===== config.mk =====
export PLATFORM = sky130hd
export DESIGN_NAME = brent_kung_sub_pipe
export DESIGN_NICKNAME = d
export VERILOG_FILES = /design/src/rtl/bk_pkg.sv /design/src/rtl/bk_pipe_stage.sv /design/src/rtl/brent_kung_sub_pipe.sv
export SDC_FILE = /design/constraint.sdc
export NUM_CORES = 1
export LEC_CHECK = 0
export CORE_ASPECT_RATIO = 2
export CORE_MARGIN = 2
export CORE_UTILIZATION = 55
export CTS_BUF_LIST = sky130_fd_sc_hd__clkbuf_16
export CTS_CLUSTER_DIAMETER = 200
export CTS_CLUSTER_SIZE = 12
export DETAILED_ROUTE_END_ITERATION = 10
export PLACE_DENSITY = 0.86
export SETUP_SLACK_MARGIN = 0.2
export SYNTH_ARGS = -nofsm -noshare
export SYNTH_HDL_FRONTEND = slang
export SYNTH_SLANG_ARGS = --single-unit
export TNS_END_PERCENT = 50

===== constraint.sdc =====
create_clock -name clk -period 3.4 [get_ports clk]
set_clock_uncertainty 0.2 [all_clocks]
set_input_delay 0.68 -clock clk [delete_from_list [all_inputs] [get_ports clk]]
set_output_delay 0.68 -clock clk [all_outputs]
set_load 0.02 [all_outputs]

===== src/rtl/bk_pkg.sv =====
// Shared Brent-Kung prefix types and the group generate/propagate combine operator.
package bk_pkg;

  localparam int unsigned BK_WIDTH  = 12;
  localparam int unsigned BK_LEVELS = $clog2(BK_WIDTH + 2);

  typedef struct packed {
    logic g;
    logic p;
  } pg_t;

  function automatic pg_t bk_pg(input logic g_hi, input logic p_hi,
                                input logic g_lo, input logic p_lo);
    pg_t r;
    r.g = g_hi | (p_hi & g_lo);
    r.p = p_hi & p_lo;
    return r;
  endfunction

  function automatic int unsigned bk_levels(input int unsigned w);
    return $clog2(w + 2);
  endfunction

endpackage


===== src/rtl/bk_pipe_stage.sv =====
// One valid/ready register slice; loads when empty or when its contents leave this cycle.
module bk_pipe_stage #(
  parameter int unsigned W = 8
) (
  input  logic         clk,
  input  logic         rst_n,
  input  logic         valid_i,
  output logic         ready_o,
  input  logic [W-1:0] data_i,
  output logic         valid_o,
  input  logic         ready_i,
  output logic [W-1:0] data_o
);

  logic         valid_q;
  logic [W-1:0] data_q;

  assign ready_o = !valid_q || ready_i;
  assign valid_o = valid_q;
  assign data_o  = data_q;

  always_ff @(posedge clk or negedge rst_n) begin
    if (!rst_n) begin
      valid_q <= 1'b0;
      data_q  <= '0;
    end else if (ready_o) begin
      valid_q <= valid_i;
      if (valid_i) data_q <= data_i;
    end
  end

endmodule


===== src/rtl/brent_kung_sub_pipe.sv =====
// Recovers B = S - A through a 3-stage Brent-Kung prefix pipeline with valid/ready on both sides.
module brent_kung_sub_pipe
  import bk_pkg::*;
#(
  parameter int unsigned WIDTH = BK_WIDTH,
  parameter int unsigned TAG_W = 4
) (
  input  logic             clk,
  input  logic             rst_n,
  input  logic             in_valid,
  output logic             in_ready,
  input  logic [WIDTH:0]   in_sum,
  input  logic [WIDTH-1:0] in_a,
  input  logic [TAG_W-1:0] in_tag,
  output logic             out_valid,
  input  logic             out_ready,
  output logic [WIDTH-1:0] out_b,
  output logic             out_err,
  output logic [TAG_W-1:0] out_tag
);

  localparam int unsigned W2     = WIDTH + 2;
  localparam int unsigned LEVELS = (WIDTH == BK_WIDTH) ? BK_LEVELS : bk_levels(WIDTH);

  typedef struct packed {
    logic [W2-1:0]    g;
    logic [W2-1:0]    p;
    logic [TAG_W-1:0] tag;
  } s1_t;

  typedef struct packed {
    logic [W2-1:0]    gg;
    logic [W2-1:0]    pp;
    logic [W2-1:0]    p;
    logic [TAG_W-1:0] tag;
  } s2_t;

  typedef struct packed {
    logic [WIDTH-1:0] b;
    logic             err;
    logic [TAG_W-1:0] tag;
  } s3_t;

  s1_t  s1_d, s1_q;
  s2_t  s2_d, s2_q;
  s3_t  s3_d, s3_q;
  logic v1, v2, r2, r3;

  // The +1 carry-in is absorbed into bit 0's generate so the prefix tree needs no cin term.
  always_comb begin
    logic [W2-1:0] x, y;
    x        = {2'b00, in_sum};
    y        = {2'b11, ~in_a};
    s1_d     = '0;
    s1_d.g   = x & y;
    s1_d.p   = x ^ y;
    s1_d.g[0] = x[0] | y[0];
    s1_d.tag = in_tag;
  end

  always_comb begin
    pg_t t [W2];
    for (int unsigned i = 0; i < W2; i++) t[i] = '{g: s1_q.g[i], p: s1_q.p[i]};
    for (int unsigned l = 0; l < LEVELS; l++)
      for (int unsigned i = 0; i < W2; i++)
        if (((i + 1) % (2 << l)) == 0)
          t[i] = bk_pg(t[i].g, t[i].p, t[i - (1 << l)].g, t[i - (1 << l)].p);
    s2_d     = '0;
    s2_d.p   = s1_q.p;
    s2_d.tag = s1_q.tag;
    for (int unsigned i = 0; i < W2; i++) begin
      s2_d.gg[i] = t[i].g;
      s2_d.pp[i] = t[i].p;
    end
  end

  // Down-sweep fills the odd-span positions from the largest group downwards.
  always_comb begin
    pg_t           t [W2];
    int unsigned   l;
    logic [W2-1:0] c, d;
    for (int unsigned i = 0; i < W2; i++) t[i] = '{g: s2_q.gg[i], p: s2_q.pp[i]};
    for (int unsigned k = 0; k + 1 < LEVELS; k++) begin
      l = LEVELS - 2 - k;
      for (int unsigned i = 0; i < W2; i++)
        if ((((i + 1) % (2 << l)) == (1 << l)) && ((i + 1) >= 3 * (1 << l)))
          t[i] = bk_pg(t[i].g, t[i].p, t[i - (1 << l)].g, t[i - (1 << l)].p);
    end
    c    = '0;
    c[0] = 1'b1;
    for (int unsigned i = 1; i < W2; i++) c[i] = t[i - 1].g;
    d        = s2_q.p ^ c;
    s3_d     = '0;
    s3_d.b   = d[WIDTH-1:0];
    s3_d.err = d[W2-1] | d[WIDTH];
    s3_d.tag = s2_q.tag;
  end

  bk_pipe_stage #(.W($bits(s1_t))) u_st1 (
    .clk(clk), .rst_n(rst_n),
    .valid_i(in_valid), .ready_o(in_ready), .data_i(s1_d),
    .valid_o(v1), .ready_i(r2), .data_o(s1_q)
  );

  bk_pipe_stage #(.W($bits(s2_t))) u_st2 (
    .clk(clk), .rst_n(rst_n),
    .valid_i(v1), .ready_o(r2), .data_i(s2_d),
    .valid_o(v2), .ready_i(r3), .data_o(s2_q)
  );

  bk_pipe_stage #(.W($bits(s3_t))) u_st3 (
    .clk(clk), .rst_n(rst_n),
    .valid_i(v2), .ready_o(r3), .data_i(s3_d),
    .valid_o(out_valid), .ready_i(out_ready), .data_o(s3_q)
  );

  assign out_b   = s3_q.b;
  assign out_err = s3_q.err;
  assign out_tag = s3_q.tag;

endmodule

==> results.toml, run 1 <==
[drt]
dr.pass1.iters = 4
ant_nets = 0
vias = 2397
viasPerCell = 5.19
drc = 0
totalWireLength_mm = 6.37
dr.first_iter.drc_count = 81
drt-wirelength-per-cell_um = 13.8

[sta]
maxSlewHeadroom_pct = 33.0
rsz0062_at_grt = "false"
final_max_slew_viol_count = 0
period_needed_ps = 2830
tns_ps = 0
fin_crit_sh_pct = 83.1
worst_pin_slew_ps = 1000
setup_viol = 0
max_freq_mhz = 354
hold_viol_final = 0

[global_route]
antenna_found_initial = 0
grt_first_pass_wirelength_mm = 11.0
grt_pass1_vias = 2454
grt_max_degree = 86
grt_usage_pct = 20.1
grt-ovfl-total = 0

[die]
die_h_um = 119
coreArea_um2 = 6520
die_w_um = 61.6
start_util_pct = 56.0
num_rows = 42
io_pins = 52
dieArea_um2 = 7340

[critical_path]
timing.critical_path.slowest_cell_delay_ps = 610
cp.arrival_ps = 1950
crit_type = "primary input to output pin"
critical_path.max_fanout = 3
cp-start-kind = "primary input"
cp_common_cell = "clkdlybuf4s50_1"
path_cells = "clkdlybuf4s50_1, nand4b_4, clkdlybuf4s50_1"
worst_ep_required_time_ps = 2520
cp-end-kind = "output pin"
cp_slowest_cell = "clkdlybuf4s50_1"

[placed_design]
portBuffers = 51
hpwlAfterDp_mm = 4.31
gp_congestion = 0.808
dp.cells = 446

[cts]
clock_path_buffers = 2
cts_max_level = 3
cts.repair.resized = 0
cts_tree = "yes"
clkLatencyLatePin_ps = 330
hold_buffers = 0
numCtsBuffers = 9
root_buffer = "clkbuf_16"
cts_setup_buffers = 0
clk_pin_slew_ps = 60
cts_sinks = 85

[pwr]
p_leak_nw = 2.17
power_w = 0.00306
power.density_nw_per_um2 = 689
ir_worst_vdd_mv = 0.410

[logic_synthesis]
synth_area_leaders = "dfrtp_1 (58%), nand2_1 (10%), mux2_1 (8.0%)"
synth_cell_types = 29
syn_area_per_cell_um2 = 11.5
synth_area_leader_cell = "dfrtp_1"
ys_ff_latch = 85
synth_edf_count = 0
yosysSeqAreaShare_pct = 58.3
yosys_warnings = 0
syn_area_um2 = 3650
synth_top_area_share_pct = 58.3
async_flop_share_pct = 100
synth.top_cells.by_count = "nand2_1 (98), dfrtp_1 (85), mux2_1 (26), ha_1 (18), o21ai_0 (17)"
yosysMostFrequentCell = "nand2_1"
ys.flop_type = "dfrtp_1"
synthCells = 318
syn_nets = 369

[layout]
drive_gt1_share_pct = 8.29
fin_util_pct = 68.1
fin_cells = 462
antenna_cells = 0
area_growth_pct = 21.6
num-nets-final = 420

[run]
cap_violations = 0

[outcome]
status = "finished clean"

[min_path]
hp-class = "register to register"
## where the power goes
| group | internal [W] | switching [W] | total [W] |
|---|---|---|---|
| Clock | 0.000482 | 0.000364 | 0.000846 |
| Combinational | 0.000392 | 0.000391 | 0.000783 |
| Sequential | 0.00126 | 0.000165 | 0.00143 |
## flip-flops by register name (all words and copies together) (netlist names)
register / flops
u_st1.valid_o: 1
u_st3.valid_o: 1
u_st1.data_o: 31
u_st3.data_o: 17
u_st2.valid_o: 1
u_st2.data_o: 34
## kinds of logic (layout without fill, tap and decap cells)
group	Yosys count	in the layout	synth area share, %
multiplexers	39	39	12.0
adder cells (fa/ha/maj)	18	18	6.18
XOR/XNOR	6	6	1.44
AND/OR/NAND/NOR	118	118	13.9
AO/OA/AOI/OAI	29	29	4.49
flip-flops	85	85	58.3
buffers and inverters	23	79	3.67
## worst paths after layout
kind / depth (start not counted) / startpoint / to / slack [ps]
hold / removal: 2 / u_st1.data_o[1] / u_st2.data_o[1] / 260
hold reg to reg: 2 / u_st1.data_o[1] / u_st2.data_o[1] / 260
setup / recovery: 3 / out_ready / in_ready / 570
max in group asynchronous: 1 / rst_n / u_st1.data_o[27] / 2030
min in group asynchronous: 1 / rst_n / u_st3.data_o[11] / 300
setup reg to reg: 5 / u_st2.data_o[39] / u_st3.data_o[4] / 1620
## worst max-delay path: cells and delay by family
kind,cells,cell delay [ps]
buf+inv,2,1100
simple gates,1,160
## metal layers
metal,vias up,routed length (µm),GRT usage (%)
li1,1147,-,-
met1,1175,2700,25.9
met2,62,3280,32.1
met3,13,256,4.45
met4,0,130,7.85
met5,-,0,0
## layout make-up
class / count / area [µm²]
fill: 523 / 2080
multi-input combinational: 210 / 1390
clock inverter: 7 / 35.0
sequential: 85 / 2130
tap: 88 / 110
timing repair buffer: 51 / 508
inverter: 12 / 45.0
clock buffer: 9 / 225
## stage by stage
step                      hold WS (ps)  cell area [µm²]  setup slack, ps
after CTS                          257             4440              567
after global routing               291             4440              524
after floorplan                    184             3650             1550
after global placement             246             4180              590
final                              259             4440              574
after detailed placement           244             4180              561
## cell usage in the layout (no fill, tap or decap)
| master | Yosys | layout |
|---|---|---|
| mux2_1 | 26 | 26 |
| o21ai_0 | 17 | 17 |
| o21ai_1 | 1 | 1 |
| xnor2_1 | 1 | 1 |
| o31ai_1 | 1 | 1 |
| a21o_1 | 4 | 4 |
| or3_1 | 1 | 1 |
| inv_1 | 12 | 14 |
| buf_4 | 1 | 1 |
| dfrtp_1 | 85 | 85 |
| clkbuf_16 | 0 | 9 |
| and2_4 | 1 | 1 |
| nor2_1 | 6 | 6 |
| nand4b_4 | 1 | 1 |
| a221oi_1 | 1 | 1 |
| ha_1 | 18 | 18 |
| clkinv_2 | 0 | 1 |
| nand2_2 | 2 | 2 |
| nand2_4 | 1 | 1 |
| a211oi_1 | 1 | 1 |
| clkinv_1 | 0 | 2 |
| nand3b_2 | 1 | 1 |
| mux2i_1 | 1 | 1 |
| clkinvlp_4 | 0 | 2 |
| and3_1 | 1 | 1 |
| nand3_1 | 1 | 1 |
| a21oi_1 | 4 | 4 |
| clkdlybuf4s50_1 | 0 | 50 |
| nand2b_1 | 5 | 5 |
| nand2_1 | 98 | 98 |
| xor2_1 | 5 | 5 |
| mux2_2 | 12 | 12 |
Power figures use the tool's default switching activity.
==> run 2, diff against run 1 <==
--- a/config.mk
+++ b/config.mk
@@ -7,12 +7,12 @@
 export LEC_CHECK = 0
 export CORE_ASPECT_RATIO = 2
 export CORE_MARGIN = 2
-export CORE_UTILIZATION = 55
+export CORE_UTILIZATION = 54
 export CTS_BUF_LIST = sky130_fd_sc_hd__clkbuf_16
 export CTS_CLUSTER_DIAMETER = 200
 export CTS_CLUSTER_SIZE = 12
 export DETAILED_ROUTE_END_ITERATION = 10
-export PLACE_DENSITY = 0.86
+export PLACE_DENSITY = 0.85
 export SETUP_SLACK_MARGIN = 0.2
 export SYNTH_ARGS = -nofsm -noshare
 export SYNTH_HDL_FRONTEND = slang
==> constraint.sdc (replaced) <==
create_clock -name clk -period 2.9 [get_ports clk]
set_clock_uncertainty 0.2 [all_clocks]
set_input_delay 0.58 -clock clk [delete_from_list [all_inputs] [get_ports clk]]
set_output_delay 0.58 -clock clk [all_outputs]
set_load 0.02 [all_outputs]
==> results.toml, run 2 (synthesized netlist as in run 1, its figures left out) <==
[sta]
max_freq_mhz = 378
worst_pin_slew_ps = 940
hold_viol_final = 0
final_max_slew_viol_count = 0
rsz0062_at_grt = "false"
tns_ps = 0
setup_viol = 0
postLayoutSetupSlackWorst_ps = 257
period_needed_ps = 2640
maxSlewHeadroom_pct = 37.4
fin_crit_sh_pct = 91.2

[drt]
ant_nets = 0
drc = 0
vias = 2360
drt-wirelength-per-cell_um = 13.3
dr.pass1.iters = 4
dr.first_iter.drc_count = 71
totalWireLength_mm = 6.17
viasPerCell = 5.10

[die]
coreArea_um2 = 6570
num_rows = 42
dieArea_um2 = 7470
io_pins = 52
die_h_um = 120
die_w_um = 62.1
start_util_pct = 55.5

[cts]
cts_sinks = 85
cts_max_level = 3
hold_buffers = 0
root_buffer = "clkbuf_16"
cts.repair.resized = 0
clkLatencyLatePin_ps = 340
clock_path_buffers = 2
numCtsBuffers = 9
cts_setup_buffers = 0
cts_tree = "yes"
clk_pin_slew_ps = 60

[global_route]
grt_usage_pct = 18.9
grt_first_pass_wirelength_mm = 10.8
grt_pass1_vias = 2359
grt_max_degree = 79
antenna_found_initial = 0
grt-ovfl-total = 0

[critical_path]
worst_ep_required_time_ps = 2120
cp.arrival_ps = 1860
cp-start-kind = "primary input"
critical_path.max_fanout = 3
cp-end-kind = "output pin"
crit_type = "primary input to output pin"

[placed_design]
pre_cts_ws_ps = 252
hpwlAfterDp_mm = 4.19
gp_congestion = 0.747
portBuffers = 51

[layout]
drive_gt1_share_pct = 8.80
final_cell_mix = "nand2_1 (98), dfrtp_1 (85), clkdlybuf4s50_1 (50)"
largest_reg_flops = 34
area_growth_pct = 23.1
num-nets-final = 421
antenna_cells = 0
layout_commonest_cell = "nand2_1"

[min_path]
hp-class = "primary input to asynchronous set/reset pin"

[pwr]
power.density_nw_per_um2 = 835
ir_worst_vdd_mv = 0.519
p_leak_nw = 2.20

[outcome]
status = "finished clean"

[run]
cap_violations = 0
## run 2: critical path, cell delays in order
cell	delay, ps
clkdlybuf4s50_1	500
nand4b_4	170
clkdlybuf4s50_1	620
## run 2: cell type report
cell class | instances | area (µm²)
Inverter | 12 | 45.0
Sequential cell | 85 | 2130
Multi-Input combinational cell | 210 | 1390
Tap cell | 88 | 110
Clock buffer | 9 | 225
Timing Repair Buffer | 52 | 515
Clock inverter | 7 | 81.3
Fill cell | 467 | 2080
## run 2: routing by layer
| metal | vias up | track usage [%] | part of all wire, % |
|---|---|---|---|
| li1 | 1146 | - | - |
| met1 | 1156 | 22.6 | 41 |
| met2 | 46 | 31.7 | 53 |
| met3 | 12 | 4.93 | 4.1 |
| met4 | 0 | 9.31 | 2.5 |
| met5 | - | 0 | 0 |
## run 2: final timing paths
path | slack (ps) | startpoint | to | depth (start not counted)
setup / recovery | 260 | out_ready | in_ready | 3
hold / removal | 170 | rst_n | u_st1.data_o[0] | 1
setup reg to reg | 1190 | u_st2.data_o[39] | u_st3.data_o[4] | 5
hold reg to reg | 270 | u_st1.data_o[16] | u_st2.data_o[30] | 2
max in group asynchronous | 1650 | rst_n | u_st3.data_o[0] | 2
min in group clk | 270 | u_st1.data_o[16] | u_st2.data_o[30] | 2
## run 2: report_power, final
group	switching (W)	total, W	internal [W]
clock network	0.000433	0.00117	0.000741
logic	0.000451	0.000908	0.000458
registers	0.000189	0.00167	0.00148
## run 2: per-stage QoR
step	utilization [%]	total power, W	hold WS (ps)	cells	area (µm²)
final	68.4	0.00375	174	463	4490
after CTS	68.4	0.00379	221	463	4490
after detailed placement	63.7	0.00261	252	447	4180
after global placement	63.7	0.00256	245	447	4180
after floorplan	-	0.00220	84.4	318	3650
after global routing	68.4	0.00396	273	463	4490
